$ cat src/rtl/uart_tx_feeder.sv
// UART TX feeder: byte FIFO plus a Data_Valid handshake FSM paced by TX_BUSY.
// Optional sticky overflow flag (OVERFLOW/OVF_CLR) enabled by UART_TX_FEEDER_OVF_EN.
module uart_tx_feeder #(
  parameter int DATA_WIDTH    = 8,
  parameter int ADDR_WIDTH    = 3,
  parameter int BUSY_WAIT_MAX = 4
) (
  input  logic                  CLK,
  input  logic                  RST,
  input  logic                  WR_EN,
  input  logic [DATA_WIDTH-1:0] WR_DATA,
  input  logic                  TX_BUSY,
`ifdef UART_TX_FEEDER_OVF_EN
  input  logic                  OVF_CLR,
  output logic                  OVERFLOW,
`endif
  output logic                  FIFO_FULL,
  output logic                  FIFO_EMPTY,
  output logic [ADDR_WIDTH:0]   FIFO_COUNT,
  output logic [DATA_WIDTH-1:0] P_DATA,
  output logic                  Data_Valid
);

  localparam int DEPTH = 2**ADDR_WIDTH;
  localparam int WCW   = (BUSY_WAIT_MAX > 1) ? $clog2(BUSY_WAIT_MAX) : 1;

  typedef enum logic [1:0] {
    S_IDLE,
    S_PRESENT,
    S_WAIT_BUSY,
    S_WAIT_DONE
  } state_t;

  state_t                r_state;
  logic [DATA_WIDTH-1:0] r_mem [DEPTH];
  logic [ADDR_WIDTH-1:0] r_wr_ptr;
  logic [ADDR_WIDTH-1:0] r_rd_ptr;
  logic [ADDR_WIDTH:0]   r_count;
  logic [WCW-1:0]        r_wait_cnt;
  logic [DATA_WIDTH-1:0] r_p_data;
  logic                  r_dv;

  logic w_full;
  logic w_empty;
  logic w_wr;
  logic w_pop;

  assign w_full  = (r_count == (ADDR_WIDTH+1)'(DEPTH));
  assign w_empty = (r_count == '0);
  // Full is judged on the current count, so a same-cycle pop never rescues a write.
  assign w_wr    = WR_EN && !w_full;
  assign w_pop   = (r_state == S_WAIT_BUSY) && TX_BUSY;

  always_ff @(posedge CLK) begin
    if (w_wr) begin
      r_mem[r_wr_ptr] <= WR_DATA;
    end
  end

  always_ff @(posedge CLK) begin
    if (RST) begin
      r_wr_ptr <= '0;
      r_rd_ptr <= '0;
      r_count  <= '0;
    end else begin
      if (w_wr) begin
        r_wr_ptr <= r_wr_ptr + 1'b1;
      end
      if (w_pop) begin
        r_rd_ptr <= r_rd_ptr + 1'b1;
      end
      case ({w_wr, w_pop})
        2'b10:   r_count <= r_count + 1'b1;
        2'b01:   r_count <= r_count - 1'b1;
        default: r_count <= r_count;
      endcase
    end
  end

  // The byte stays queued until TX_BUSY confirms acceptance; a missed handshake re-presents it.
  always_ff @(posedge CLK) begin
    if (RST) begin
      r_state    <= S_IDLE;
      r_p_data   <= '0;
      r_dv       <= 1'b0;
      r_wait_cnt <= '0;
    end else begin
      case (r_state)
        S_IDLE: begin
          if (!w_empty && !TX_BUSY) begin
            r_p_data <= r_mem[r_rd_ptr];
            r_dv     <= 1'b1;
            r_state  <= S_PRESENT;
          end else begin
            r_dv <= 1'b0;
          end
        end
        S_PRESENT: begin
          r_dv       <= 1'b0;
          r_wait_cnt <= '0;
          r_state    <= S_WAIT_BUSY;
        end
        S_WAIT_BUSY: begin
          if (TX_BUSY) begin
            r_state <= S_WAIT_DONE;
          end else if (r_wait_cnt == WCW'(BUSY_WAIT_MAX-1)) begin
            r_state <= S_IDLE;
          end else begin
            r_wait_cnt <= r_wait_cnt + 1'b1;
          end
        end
        S_WAIT_DONE: begin
          if (!TX_BUSY) begin
            r_state <= S_IDLE;
          end
        end
        default: begin
          r_state <= S_IDLE;
          r_dv    <= 1'b0;
        end
      endcase
    end
  end

`ifdef UART_TX_FEEDER_OVF_EN
  logic r_overflow;

  always_ff @(posedge CLK) begin
    if (RST) begin
      r_overflow <= 1'b0;
    end else if (WR_EN && w_full) begin
      r_overflow <= 1'b1;
    end else if (OVF_CLR) begin
      r_overflow <= 1'b0;
    end
  end

  assign OVERFLOW = r_overflow;
`endif

  assign FIFO_FULL  = w_full;
  assign FIFO_EMPTY = w_empty;
  assign FIFO_COUNT = r_count;
  assign P_DATA     = r_p_data;
  assign Data_Valid = r_dv;

endmodule

$ cat config.mk
export PLATFORM = sky130hd
export DESIGN_NAME = uart_tx_feeder
export DESIGN_NICKNAME = d
export VERILOG_FILES = /design/src/rtl/uart_tx_feeder.sv
export SDC_FILE = /design/constraint.sdc
export NUM_CORES = 1
export LEC_CHECK = 0
export BUFFER_PORTS_ARGS = -buffer_cell sky130_fd_sc_hd__clkbuf_2
export CORE_MARGIN = 3
export CORE_UTILIZATION = 40
export DETAILED_ROUTE_END_ITERATION = 8
export PLACE_DENSITY = 0.62
export SYNTH_ARGS = -nofsm -noshare
export SYNTH_HDL_FRONTEND = slang
export SYNTH_SLANG_ARGS = --single-unit
$ cat constraint.sdc
create_clock -name CLK -period 6 [get_ports CLK]
set_input_delay 0.3 -clock CLK [delete_from_list [all_inputs] [get_ports CLK]]
set_output_delay 0.3 -clock CLK [all_outputs]
set_load 0.005 [all_outputs]
# Yosys cells after proc, flatten, opt, wreduce, memory -nomap -nowiden
# Memory sizes are Yosys's and may differ from the RTL's. A register that Yosys moved wholly into a read port is not among the register bits.
# Cells that the tools add are included.
classes:
  reduce_logical: 14
  n_eq_ne: 12
  mux: 13
  add_sub_neg: 5
op_table:
  columns: ["cell", "n"]
  rows:
  - ["two-way mux 2 bit", 6]
  - ["== test 2 bit, second input constant", 4]
  - ["!= test 2 bit, second input constant", 4]
  - ["one-hot mux 2 bit (4 select lines)", 1]
  - ["one-hot mux 4 bit (2 select lines)", 1]
  - ["adder 3 x 1 -> 3 bit, second input constant", 2]
  - ["AND reduction 3 bit", 2]
  - ["nonzero test 2 bit", 3]
  - ["adder 4 x 1 -> 4 bit, second input constant", 1]
  - ["== test 2 x 1 -> 1 bit, second input constant", 2]
  - ["== test 4 bit, second input constant", 1]
  - ["logical NOT 4 bit", 1]
  - ["one-hot mux 2 bit (2 select lines)", 1]
  - ["subtractor 4 x 1 -> 4 bit, second input constant", 1]
  - ["logical AND 1 bit", 3]
  - ["logical NOT 1 bit", 3]
  - ["two-way mux 1 bit", 3]
  - ["!= test 3 x 2 -> 1 bit, second input constant", 1]
  - ["adder 2 x 1 -> 2 bit, second input constant", 1]
  - ["logical NOT 2 bit", 1]
  - ["one-hot mux 1 bit (2 select lines)", 1]
  - ["AND reduction 2 bit", 1]
word_totals:
  out_inout_bits: 15
  ramBits: 64
  inputBits: 12
  n_memories: 1
  elab_cells: 51
  regBits: 15
mem_list:
  columns: ["name", "depth", "word_bits", "rd", "rd_clocked_by_memory_dff", "write_ports", "line", "source"]
  rows:
  - ["r_mem", 8, 8, 1, 1, 1, "35", "logic [DATA_WIDTH-1:0] r_mem [DEPTH];"]

# Logic depth before layout (Yosys ltp)
# Gate-level depths: netlist (run 1).
depth:
  ltp_word: 5
  mapped_depth: 10
  depth_no_buf: 9

# Least setup slack after synthesis (run 1)
# Ideal clock, no wire load.
synth_timing:
  path_kind: "register to register"
  startpoint: "register r_count[0], in the netlist FIFO_COUNT[0]"
  endpoint: "register r_count[3], in the netlist FIFO_COUNT[3]"
  setup_ps: 121
  required_time_ps: 5879
  n_path_buf: 1
  path_stages_with_launch: 8
  synth_period_minus_slack_ps: 2373
  path_slack_ps: 3627
  arrival_ps: 2253
  cell_sequence: "dfxtp_1 or4b_1 buf_2 nand2_4 ha_1 or3_1 o32ai_1 mux2_2"
synth_between:
  elab_chain_len: 5
  word_cells_on_any_way: 9
  cone_classes: "2 x add/sub; 3 x eq/ne; 1 x mux; 3 x reduce/logical"
synth_lines:
  columns: ["element", "line", "source"]
  rows:
  - ["start: declaration", "38", "logic [ADDR_WIDTH:0] r_count;"]
  - ["start signal: assignment", "73", "2'b10: r_count <= r_count + 1'b1;"]
  - ["start signal: assignment", "74", "2'b01: r_count <= r_count - 1'b1;"]
  - ["start signal: assignment", "75", "default: r_count <= r_count;"]
  - ["== test 4 bit", "48", "assign w_full = (r_count == (ADDR_WIDTH+1)'(DEPTH));"]
  - ["logical NOT 1 bit", "51", "assign w_wr = WR_EN && !w_full;"]
  - ["logical AND 1 bit", "51", null]
  - ["== test 2 x 1 -> 1 bit / == test 2 bit (equally long branches)", "72", "case ({w_wr, w_pop})"]
  - ["one-hot mux 4 bit (2 select lines) / nonzero test 2 bit (equally long branches)", null, null]
# Parallel ways exist; a longest one is shown, timed or not.
# A chain may end at the register's enable or synchronous reset.

# Worst setup path in the final report (run 1)
layout_timing:
  startpoint: "register r_count[1], in the netlist FIFO_COUNT[1]"
  endpoint: "register r_count[2], in the netlist FIFO_COUNT[2]"
# The elaborated chain is that of the path after synthesis.

==> qor.txt, run 1 <==
initial antenna violation count: 0
critical path class: register to register
Worst setup endpoint: FIFO_COUNT[2]
largest net degree at the start of global routing: 25
Die W: 99.7 µm
area delta synth->final: 13.1%
hold slack: 227 ps
vias in the first global route: 1866
final setup margin: 3410 ps
PortBufs: 26
Layout Cells excl Fill: 361
Crit. End Element: register
Final Util: 47.3%
FMAX: 387 MHz
CTS sink cnt: 87
launching point of the worst reg2reg path: FIFO_COUNT[1]
WP data required: 6280 ps
Post-Syn Nets: 239
DRT Pass-1 Iters: 4
RSZ-0062 raised after global routing: no
# fillers: 764
Seq/Total Area, Yosys: 67.9%
Post-CTS Setup Inserts: 0
Synthesis Warnings: 0
GRT overflow: 0
clock root cell: clkbuf_8
Tot Pwr: 1.28 mW
row count: 33
first-pass GRT wire length: 10.1 mm
first-iteration detailed-routing DRC count: 75
final-report hold violation count: 0
multi-input logic area: 1060 µm²
r2r endpoint: FIFO_COUNT[2]
minimum clock period: 2590 ps
vias: 1860
die area: 9930 µm²
hold depth: 1
Int Pwr: 0.974 mW
worst min path class: primary input to register
TNS Setup: 0 ps
worst-path fanout max: 8
Slew HR: 40.2%
Setup crit start: FIFO_COUNT[1]
CTS Hold Bufs: 0
NetSw: 0.307 mW
antenna cells: 0
total core area: 8380 µm²
CP arrival: 2870 ps
worst vdd ir: 183 µV
total track usage: 13.6%
count of different cell masters after synthesis: 38
register area: 2380 µm²
CTS tree: yes
Reg2Reg Setup Slack: 3410 ps
dpl hpwl: 4.07 mm
worst slack, placed: 3440 ps
crit path launch type: register
Longest Clk Path Bufs: 2
Placer Congestion: 0.760
clock share of power: 34.7%
Setup violations, final: 0
clock transition at the registers of the reported paths: 90 ps
Synth Instances: 221
htree depth: 3
Syn Area/Cell: 15.9 µm²
vias per cell: 5.15
Slew @ Worst Pin: 895 ps
Total Wirelength: 6.27 mm
nets: 269
power density over the cells: 323 nW/µm²
Slew Limit Fails: 0
clock skew: 9.88 ps
Synth Cell Area: 3510 µm²
CTS resizes: 0
Final ANT Viol Nets: 0
Cell Count Post-Placement: 345
power share of the combinational group: 10.9%
Initial Utilization: 41.9%
placement-stage cell area: 3750 µm²
P_leak: 1.36 nW
Worst R2R Path Depth: 9
clock latency on the worst-skew pair: 350 ps
I/O pin count: 27
final instance area: 3970 µm²
Post-route DRC: 0
period utilisation layout: 43.1%
outcome: completed
Sequential Power Share: 54.5%
post-synthesis register bit count: 87
wire per inst: 17.4 µm
Sw Share: 24.0%
total of max-cap violations: 0
Die Y: 99.7 µm
clock buffer count from CTS: 9
ratio of cells with drive above 1 in the final layout: 28.9%
## final cells by class
class	count	share of cell area (%)
flip-flops and latches	87	60.0
inverters	5	0.473
repair buffers	29	3.85
clock buffers	9	3.12
well taps	105	3.31
clock inverters	7	2.40
multi-input cells	119	26.8
## how the worst min path moves through the flow
stage / startpoint / end / slack (ps)
global route: WR_DATA[6] / r_mem[1][6] / 210
global placement: r_wait_cnt[1] / r_wait_cnt[1] / 470
detailed placement: P_DATA[1] / P_DATA[1] / 480
floorplan: RST / P_DATA[4] / 380
finish: WR_DATA[1] / r_mem[3][1] / 230
CTS: WR_DATA[4] / r_mem[3][4] / 210
## flip-flops by register name, indices dropped and copies added, names as in the netlist
signal,count
r_mem,64
P_DATA,8
FIFO_COUNT,4
r_rd_ptr,3
r_wr_ptr,3
r_state,2
r_wait_cnt,2
Data_Valid,1
## worst max-delay path, stage by stage, from the launching register on
cell and delay (ps):
dfxtp_1 390, or4b_1 650, nand2_4 190, ha_1 280, xor2_1 180, ha_1 170, a21oi_1 50, xor2_1 160
or3_1 300, a21oi_1 140
## kinds of logic (layout without fill, tap and decap cells)
family | Yosys count | count (layout) | share of synthesized area [%]
adders and majority gates | 6 | 6 | 2.14
muxes | 20 | 20 | 11.4
AOI/OAI and AO/OA | 22 | 22 | 4.17
buffers and inverters | 15 | 50 | 2.39
xor gates and xnor gates | 7 | 7 | 1.75
DFF | 87 | 87 | 67.9
and+or+nand+nor | 64 | 64 | 10.2
## Yosys cell counts
cell type  count  area share (%)
clkbuf_2       1            0.14
o32ai_1        2            0.50
nor4_1         1            0.18
xnor2_1        2            0.50
nor3_4         1            0.46
and2_4         1            0.25
buf_6          3            0.96
mux2_2         1            0.32
a21oi_2        2            0.50
inv_1          5            0.54
o22ai_1        8             1.4
a211oi_1       1            0.21
mux2i_1        3            0.86
xor2_1         5             1.2
o31a_1         1            0.25
dfxtp_1       23              13
clkbuf_1       3            0.32
nand2b_1       3            0.54
and2b_1        1            0.21
nor2b_1        3            0.54
buf_2          3            0.43
or4_4          1            0.32
or4b_1         1            0.29
and3b_1        1            0.25
mux4_2        16              10
nor2_1        24             2.6
a21oi_1        5            0.71
nand3_1        3            0.43
edfxtp_1      64              55
or3_1          2            0.36
nor3_1        13             1.9
a31oi_1        1            0.18
a2bb2oi_1      1            0.25
nand3_4        2             1.0
ha_1           6             2.1
nand2_1        6            0.64
o21ai_0        1            0.14
nand2_4        1            0.32
## power by group through the flow
| stage | Clock, mW | Sequential, mW | Combinational [mW] |
|---|---|---|---|
| 6_report | 0.444 | 0.698 | 0.139 |
| 5_1_grt | 0.482 | 0.702 | 0.156 |
| 4_1_cts | 0.455 | 0.698 | 0.143 |
| 3_5_place_dp | 0 | 0.712 | 0.142 |
| 3_3_place_gp | 0 | 0.710 | 0.141 |
| 2_1_floorplan | 0 | 0.706 | 0.0982 |
## metal layers
| metal | routed length (µm) | global-route usage, % | up-vias |
|---|---|---|---|
| li1 | - | - | 907 |
| met1 | 2860 | 17.4 | 911 |
| met2 | 3120 | 22.4 | 33 |
| met3 | 214 | 3.79 | 9 |
| met4 | 72 | 4.73 | 0 |
| met5 | 0 | 0 | - |
## layout by cell type (no fill, tap or decap), types with 6 or more instances in the layout
cell type  instances
edfxtp_1          64
ha_1               6
nor2_1            24
o22ai_1            8
clkbuf_8           9
clkbuf_2          26
nor3_1            10
mux4_2            16
nand2_1            6
dfxtp_1           23
Power figures use the tool's default switching activity.
==> inputs of run 2 (changes only) <==
ABC_AREA = 1   (was not set)
clock period = 2.5 ns   (was 6 ns; I/O delays follow)
==> qor.txt, run 2 <==
outcome: completed (unchanged)
Longest Clk Path Bufs: 2 (unchanged)
Placer Congestion: 0.865 (was 0.760)
total track usage: 15.3% (was 13.6%)
area delta synth->final: 13.4% (was 13.1%)
Setup crit start: FIFO_COUNT[0] (was FIFO_COUNT[1])
Sw Share: 30.9% (was 24.0%)
clock transition at the registers of the reported paths: 80 ps (was 90 ps)
worst-path fanout max: 8 (unchanged)
CTS tree: yes (unchanged)
Final Util: 47.0% (was 47.3%)
total core area: 9280 µm² (was 8380 µm²)
Synthesis Warnings: 0 (unchanged)
minimum clock period: 1950 ps (was 2590 ps)
period utilisation layout: 77.9% (was 43.1%)
Synth Cell Area: 3850 µm² (was 3510 µm²)
CP max stage cell: dfxtp_1 (was or4b_1)
Post-synth EDFFs: 64 (unchanged)
Worst setup endpoint: FIFO_COUNT[2] (unchanged)
nets: 457 (was 269)
die area: 10800 µm² (was 9930 µm²)
ratio of cells with drive above 1 in the final layout: 14.4% (was 28.9%)
first-iteration detailed-routing DRC count: 134 (was 75)
Synth async-reset ratio: 0% (unchanged)
htree depth: 3 (unchanged)
clock root cell: clkbuf_8 (unchanged)
hold slack: 52.0 ps (was 227 ps)
Reg2Reg Setup Slack: 550 ps (was 3410 ps)
most frequent cells in the layout: 105 x nand2_1, 72 x inv_1, 64 x edfxtp_1 (was 64 x edfxtp_1, 26 x clkbuf_2, 24 x nor2_1)
Syn Area/Cell: 9.57 µm² (was 15.9 µm²)
Final ANT Viol Nets: 0 (unchanged)
vias: 2716 (was 1860)
Slew @ Worst Pin: 355 ps (was 895 ps)
most common cell after layout, fill and taps aside: nand2_1 (was edfxtp_1)
worst min path class: primary input to register (unchanged)
Crit. End Element: register (unchanged)
CP arrival: 2190 ps (was 2870 ps)
clock buffer count from CTS: 9 (unchanged)
vias per cell: 4.74 (was 5.15)
final-report hold violation count: 0 (unchanged)
count leader, synth: nand2_1 (was edfxtp_1)
Die W: 104 µm (was 99.7 µm)
placement-stage cell area: 4140 µm² (was 3750 µm²)
dpl hpwl: 5.25 mm (was 4.07 mm)
max reg flops: 64 (unchanged)
GRT overflow: 0 (unchanged)
clock latency on the worst-skew pair: 340 ps (was 350 ps)
Tot Pwr: 3.77 mW (was 1.28 mW)
r2r endpoint: FIFO_COUNT[2] (unchanged)
worst slack, placed: 547 ps (was 3440 ps)
CTS sink cnt: 87 (unchanged)
Initial Utilization: 41.5% (was 41.9%)
worst vdd ir: 309 µV (was 183 µV)
Sequential Power Share: 47.4% (was 54.5%)
Worst R2R Path Depth: 12 (was 9)
first-pass GRT wire length: 12.9 mm (was 10.1 mm)
CTS Hold Bufs: 0 (unchanged)
final instance area: 4360 µm² (was 3970 µm²)
Die Y: 104 µm (was 99.7 µm)
Post-route DRC: 0 (unchanged)
Post-Syn Nets: 420 (was 239)
top cells by count, synth: 105 x nand2_1, 72 x inv_1, 64 x edfxtp_1 (was 64 x edfxtp_1, 24 x nor2_1, 23 x dfxtp_1)
dominant cells by area after synthesis: edfxtp_1 50%, dfxtp_1 12%, nand2_1 10% (was edfxtp_1 55%, dfxtp_1 13%, mux4_2 10%)
Seq/Total Area, Yosys: 61.9% (was 67.9%)
Slew Limit Fails: 0 (unchanged)
Synth Instances: 402 (was 221)
Setup violations, final: 0 (unchanged)
row count: 35 (was 33)
Slew HR: 76.3% (was 40.2%)
Cell Count Post-Placement: 557 (was 345)
DRT Pass-1 Iters: 6 (was 4)
critical path class: register to register (unchanged)
Synth Flop Type: edfxtp_1 (unchanged)
final setup margin: 552 ps (was 3410 ps)
NetSw: 1.17 mW (was 0.307 mW)
wire per inst: 13.8 µm (was 17.4 µm)
TNS Setup: 0 ps (unchanged)
initial antenna violation count: 0 (unchanged)
total of max-cap violations: 0 (unchanged)
launching point of the worst reg2reg path: FIFO_COUNT[0] (was FIFO_COUNT[1])
Layout Cells excl Fill: 573 (was 361)
count of different cell masters after synthesis: 29 (was 38)
CTS resizes: 0 (unchanged)
largest area contributor in the netlist: edfxtp_1 (unchanged)
crit-path cells: nor2_2 > nand3_1 > nand2_2 > ha_1 > nand2_1 > inv_1 > nor2_1 > ha_1 > a21oi_1 > xnor2_1 > o21ai_0 > inv_1 (was or4b_1 > nand2_4 > ha_1 > xor2_1 > ha_1 > a21oi_1 > xor2_1 > or3_1 > a21oi_1)
largest net degree at the start of global routing: 35 (was 25)
Post-CTS Setup Inserts: 0 (unchanged)
longest individual stage delay on the worst path: 380 ps (was 650 ps)
post-synth top area share: 49.9% (was 54.8%)
Total Wirelength: 7.91 mm (was 6.27 mm)
post-synthesis register bit count: 87 (unchanged)
WP data required: 2750 ps (was 6280 ps)
vias in the first global route: 2547 (was 1866)
clock skew: 7.05 ps (was 9.88 ps)
Int Pwr: 2.60 mW (was 0.974 mW)
RSZ-0062 raised after global routing: no (unchanged)
power share of the combinational group: 24.1% (was 10.9%)
FMAX: 513 MHz (was 387 MHz)
Largest Register: r_mem (unchanged)
I/O pin count: 27 (unchanged)
crit path launch type: register (unchanged)
clock share of power: 28.5% (was 34.7%)
P_leak: 1.94 nW (was 1.36 nW)
antenna cells: 0 (unchanged)
PortBufs: 26 (unchanged)
power density over the cells: 864 nW/µm² (was 323 nW/µm²)
[run 2: cell families (layout without fill, tap and decap cells)]
kind of cell / Yosys count / in the layout / synth area share, %
simple gates: 188 / 188 / 21.4
buf+inv: 89 / 131 / 10.2
compound gates: 29 / 29 / 3.84
xor+xnor: 3 / 3 / 0.683
fa+ha+maj: 6 / 6 / 1.95
flops: 87 / 87 / 61.9
[run 2: final cells by class]
class,instances,area [µm²]
well taps,129,161
inverters,76,294
clock buffers,13,180
multi-input cells,226,1070
repair buffers,39,228
clock inverters,3,46.3
fillers,905,4920
flip-flops and latches,87,2380
[run 2: layer usage]
layer / wire length (µm) / GRT usage, % / part of all wire [%]
met5: 0 / 0 / 0
met4: 291 / 8.36 / 3.7
met3: 310 / 2.55 / 3.9
met2: 3600 / 23.2 / 46
met1: 3710 / 20.9 / 47
[run 2: worst min path at each step]
| stage | start | end | slack [ps] | cells after the start |
|---|---|---|---|---|
| finish | WR_DATA[7] | r_mem[4][7] | 50 | 1 |
| global route | WR_DATA[4] | r_mem[4][4] | 60 | 1 |
| global placement | WR_DATA[7] | r_mem[4][7] | 410 | 1 |
| detailed placement | WR_DATA[7] | r_mem[4][7] | 410 | 1 |
| CTS | WR_DATA[7] | r_mem[4][7] | 40 | 1 |
| floorplan | WR_DATA[0] | r_mem[0][0] | 220 | 0 |
[run 2: worst max-delay path: cells and delay by family (launching register included)]
| kind | cells | cell delay (ps) |
|---|---|---|
| flops | 1 | 380 |
| simple gates | 5 | 590 |
| compound gates | 2 | 280 |
| buf+inv | 2 | 120 |
| fa+ha+maj | 2 | 410 |
| xor+xnor | 1 | 90 |
[run 2: power groups by stage]
| stage | sequential, mW | clock, mW | combinational, mW |
|---|---|---|---|
| 5_1_grt | 1.81 | 1.16 | 1.05 |
| 3_5_place_dp | 1.82 | 0 | 0.923 |
| 6_report | 1.79 | 1.07 | 0.909 |
| 3_3_place_gp | 1.81 | 0 | 0.912 |
| 2_1_floorplan | 1.81 | 0 | 0.657 |
| 4_1_cts | 1.79 | 1.10 | 0.929 |
==> inputs of run 3 (changes only) <==
ABC_AREA = 0   (was 1)
PLACE_DENSITY = 0.64   (was 0.62)
clock period = 1.7 ns   (was 2.5 ns; I/O delays follow)
==> qor.txt, run 3 (synthesis gave the netlist of run 1 again) <==
initial antenna violation count: 0 (unchanged)
hold slack: 21.0 ps (was 52.0 ps)
PortBufs: 26 (unchanged)
clock root cell: clkbuf_8 (unchanged)
Initial Utilization: 41.9% (was 41.5%)
Post-route DRC: 0 (unchanged)
dpl hpwl: 4.16 mm (was 5.25 mm)
crit path launch type: register (unchanged)
Bufs and invs on worst path: 0 (was 2)
I/O pin count: 27 (unchanged)
Longest Clk Path Bufs: 2 (unchanged)
Crit. End Element: register (unchanged)
hold_sp: WR_DATA[1] (was WR_DATA[7])
hold depth: 1 (unchanged)
total of max-cap violations: 0 (unchanged)
vias in the first global route: 1906 (was 2547)
worst vdd ir: 584 µV (was 309 µV)
row count: 33 (was 35)
max reg flops: 64 (unchanged)
Final ANT Viol Nets: 0 (unchanged)
CTS sink cnt: 87 (unchanged)
clock transition at the registers of the reported paths: 90 ps (was 80 ps)
P_leak: 1.47 nW (was 1.94 nW)
CP top delay family: simple AND/OR/NAND/NOR gates (unchanged)
total track usage: 13.8% (was 15.3%)
Slew @ Worst Pin: 514 ps (was 355 ps)
r2r endpoint: FIFO_COUNT[2] (unchanged)
vias per cell: 5.15 (was 4.74)
area delta synth->final: 22.0% (was 13.4%)
CP max stage cell: or4b_4 (was dfxtp_1)
Die Y: 99.7 µm (was 104 µm)
power density over the cells: 1040 nW/µm² (was 864 nW/µm²)
total core area: 8380 µm² (was 9280 µm²)
Hold EP: r_mem[3][1] (was r_mem[4][7])
final setup margin: -428 ps (was 552 ps)
worst slack, placed: -538 ps (was 547 ps)
Worst R2R Path Depth: 9 (was 12)
outcome: finished, violations left (was completed)
critical path class: register to register (unchanged)
Layout Cells excl Fill: 381 (was 573)
htree depth: 3 (unchanged)
nets: 289 (was 457)
most common cell after layout, fill and taps aside: edfxtp_1 (was nand2_1)
Reg2Reg Setup Slack: -430 ps (was 550 ps)
largest net degree at the start of global routing: 25 (was 35)
Setup violations, final: 35 (was 0)
Largest Register: r_mem (unchanged)
vias: 1962 (was 2716)
clock skew: 11.4 ps (was 7.05 ps)
DRT Pass-1 Iters: 5 (was 6)
GRT overflow: 0 (unchanged)
antenna cells: 0 (unchanged)
failing checks: setup timing
most frequent cells in the layout: 64 x edfxtp_1, 25 x clkbuf_2, 21 x dfxtp_1, 21 x nor2_1, 16 x mux4_2 (was 105 x nand2_1, 72 x inv_1, 64 x edfxtp_1)
Total Wirelength: 6.28 mm (was 7.91 mm)
CTS tree: yes (unchanged)
period utilisation layout: 125% (was 77.9%)
CP arrival: 2410 ps (was 2190 ps)
clock latency on the worst-skew pair: 350 ps (was 340 ps)
minimum clock period: 2130 ps (was 1950 ps)
first-iteration detailed-routing DRC count: 84 (was 134)
clock buffer count from CTS: 9 (unchanged)
WP data required: 1980 ps (was 2750 ps)
launching point of the worst reg2reg path: FIFO_COUNT[2] (was FIFO_COUNT[0])
Slew HR: 65.7% (was 76.3%)
TNS Setup: -5280 ps (was 0 ps)
worst-path fanout max: 3 (was 8)
worst min path class: primary input to register (unchanged)
FMAX: 470 MHz (was 513 MHz)
final-report hold violation count: 0 (unchanged)
ratio of cells with drive above 1 in the final layout: 37.7% (was 14.4%)
RSZ-0062 raised after global routing: yes (was no)
Placer Congestion: 0.757 (was 0.865)
crit-path cells: or4b_4 > nand2_8 > ha_4 > xor2_2 > ha_1 > a21oi_1 > xor2_1 > or3_1 > a21oi_2 (was nor2_2 > nand3_1 > nand2_2 > ha_1 > nand2_1 > inv_1 > nor2_1 > ha_1 > a21oi_1 > xnor2_1 > o21ai_0 > inv_1)
Die W: 99.7 µm (was 104 µm)
Slew Limit Fails: 0 (unchanged)
Cell Count Post-Placement: 362 (was 557)
wire per inst: 16.5 µm (was 13.8 µm)
CTS Hold Bufs: 0 (unchanged)
first-pass GRT wire length: 10.1 mm (was 12.9 mm)
# fillers: 713 (was 905)
longest individual stage delay on the worst path: 580 ps (was 380 ps)
die area: 9930 µm² (was 10800 µm²)
run 3: cell count changes in the layout (fill, tap and decap cells not counted), sizes merged, moves of 5 or more:
cell	change
a21oi	-11
mux4	+16
nand2	-100
o22ai	+8
o21ai	-9
buf	+11
clkbuf	-5
nand3	-51
inv	-70
nor3	+12
run 3: layer usage:
metal	up-vias	GRT usage, %	share of wire, %
li1	942	-	-
met1	978	18.2	46
met2	37	21.8	49
met3	5	4.63	4.2
met4	0	3.78	1.1
met5	-	0	0
run 3: power breakdown:
| group | total (mW) | leakage, nW | internal, mW | switching, mW |
|---|---|---|---|---|
| sequential | 2.44 | 0.770 | 2.38 | 0.0519 |
| combinational | 0.646 | 0.610 | 0.316 | 0.330 |
| clock | 1.35 | 0.0941 | 0.666 | 0.684 |
run 3: metrics by stage:
step                total power, mW  cell area, µm²  utilization, %
floorplan                      2.86            3570               -
global placement               3.09            3980            47.5
detailed placement             3.10            3980            47.5
CTS                            4.46            4230            50.5
global route                   4.65            4280            51.1
finish                         4.43            4280            51.1
run 3: worst max path at each step:
stage | startpoint | endpoint | slack, ps | depth (start not counted)
CTS | FIFO_COUNT[1] | FIFO_COUNT[2] | -460 | 9
global placement | FIFO_COUNT[2] | FIFO_COUNT[2] | -510 | 9
floorplan | FIFO_COUNT[2] | FIFO_COUNT[2] | -520 | 10
global route | FIFO_COUNT[2] | FIFO_COUNT[2] | -520 | 9
detailed placement | FIFO_COUNT[2] | FIFO_COUNT[2] | -540 | 9
finish | FIFO_COUNT[2] | FIFO_COUNT[2] | -430 | 9
run 3: repair_timing:
| item | CTS | global route |
|---|---|---|
| resized for setup | 8 | 10 |
| pin swaps | 5 | 9 |
| setup endpoints to repair | 70 | 47 |
| buffers inserted | 2 | 1 |
run 3: layout make-up:
| cell class | instances | area (µm²) | area share [%] |
|---|---|---|---|
| multi-input cells | 119 | 1150 | 27.0 |
| repair buffers | 49 | 404 | 9.44 |
| clock inverters | 7 | 63.8 | 1.49 |
| clock buffers | 9 | 124 | 2.89 |
| flip-flops and latches | 87 | 2380 | 55.7 |
| well taps | 105 | 131 | 3.07 |
| inverters | 5 | 18.8 | 0.438 |
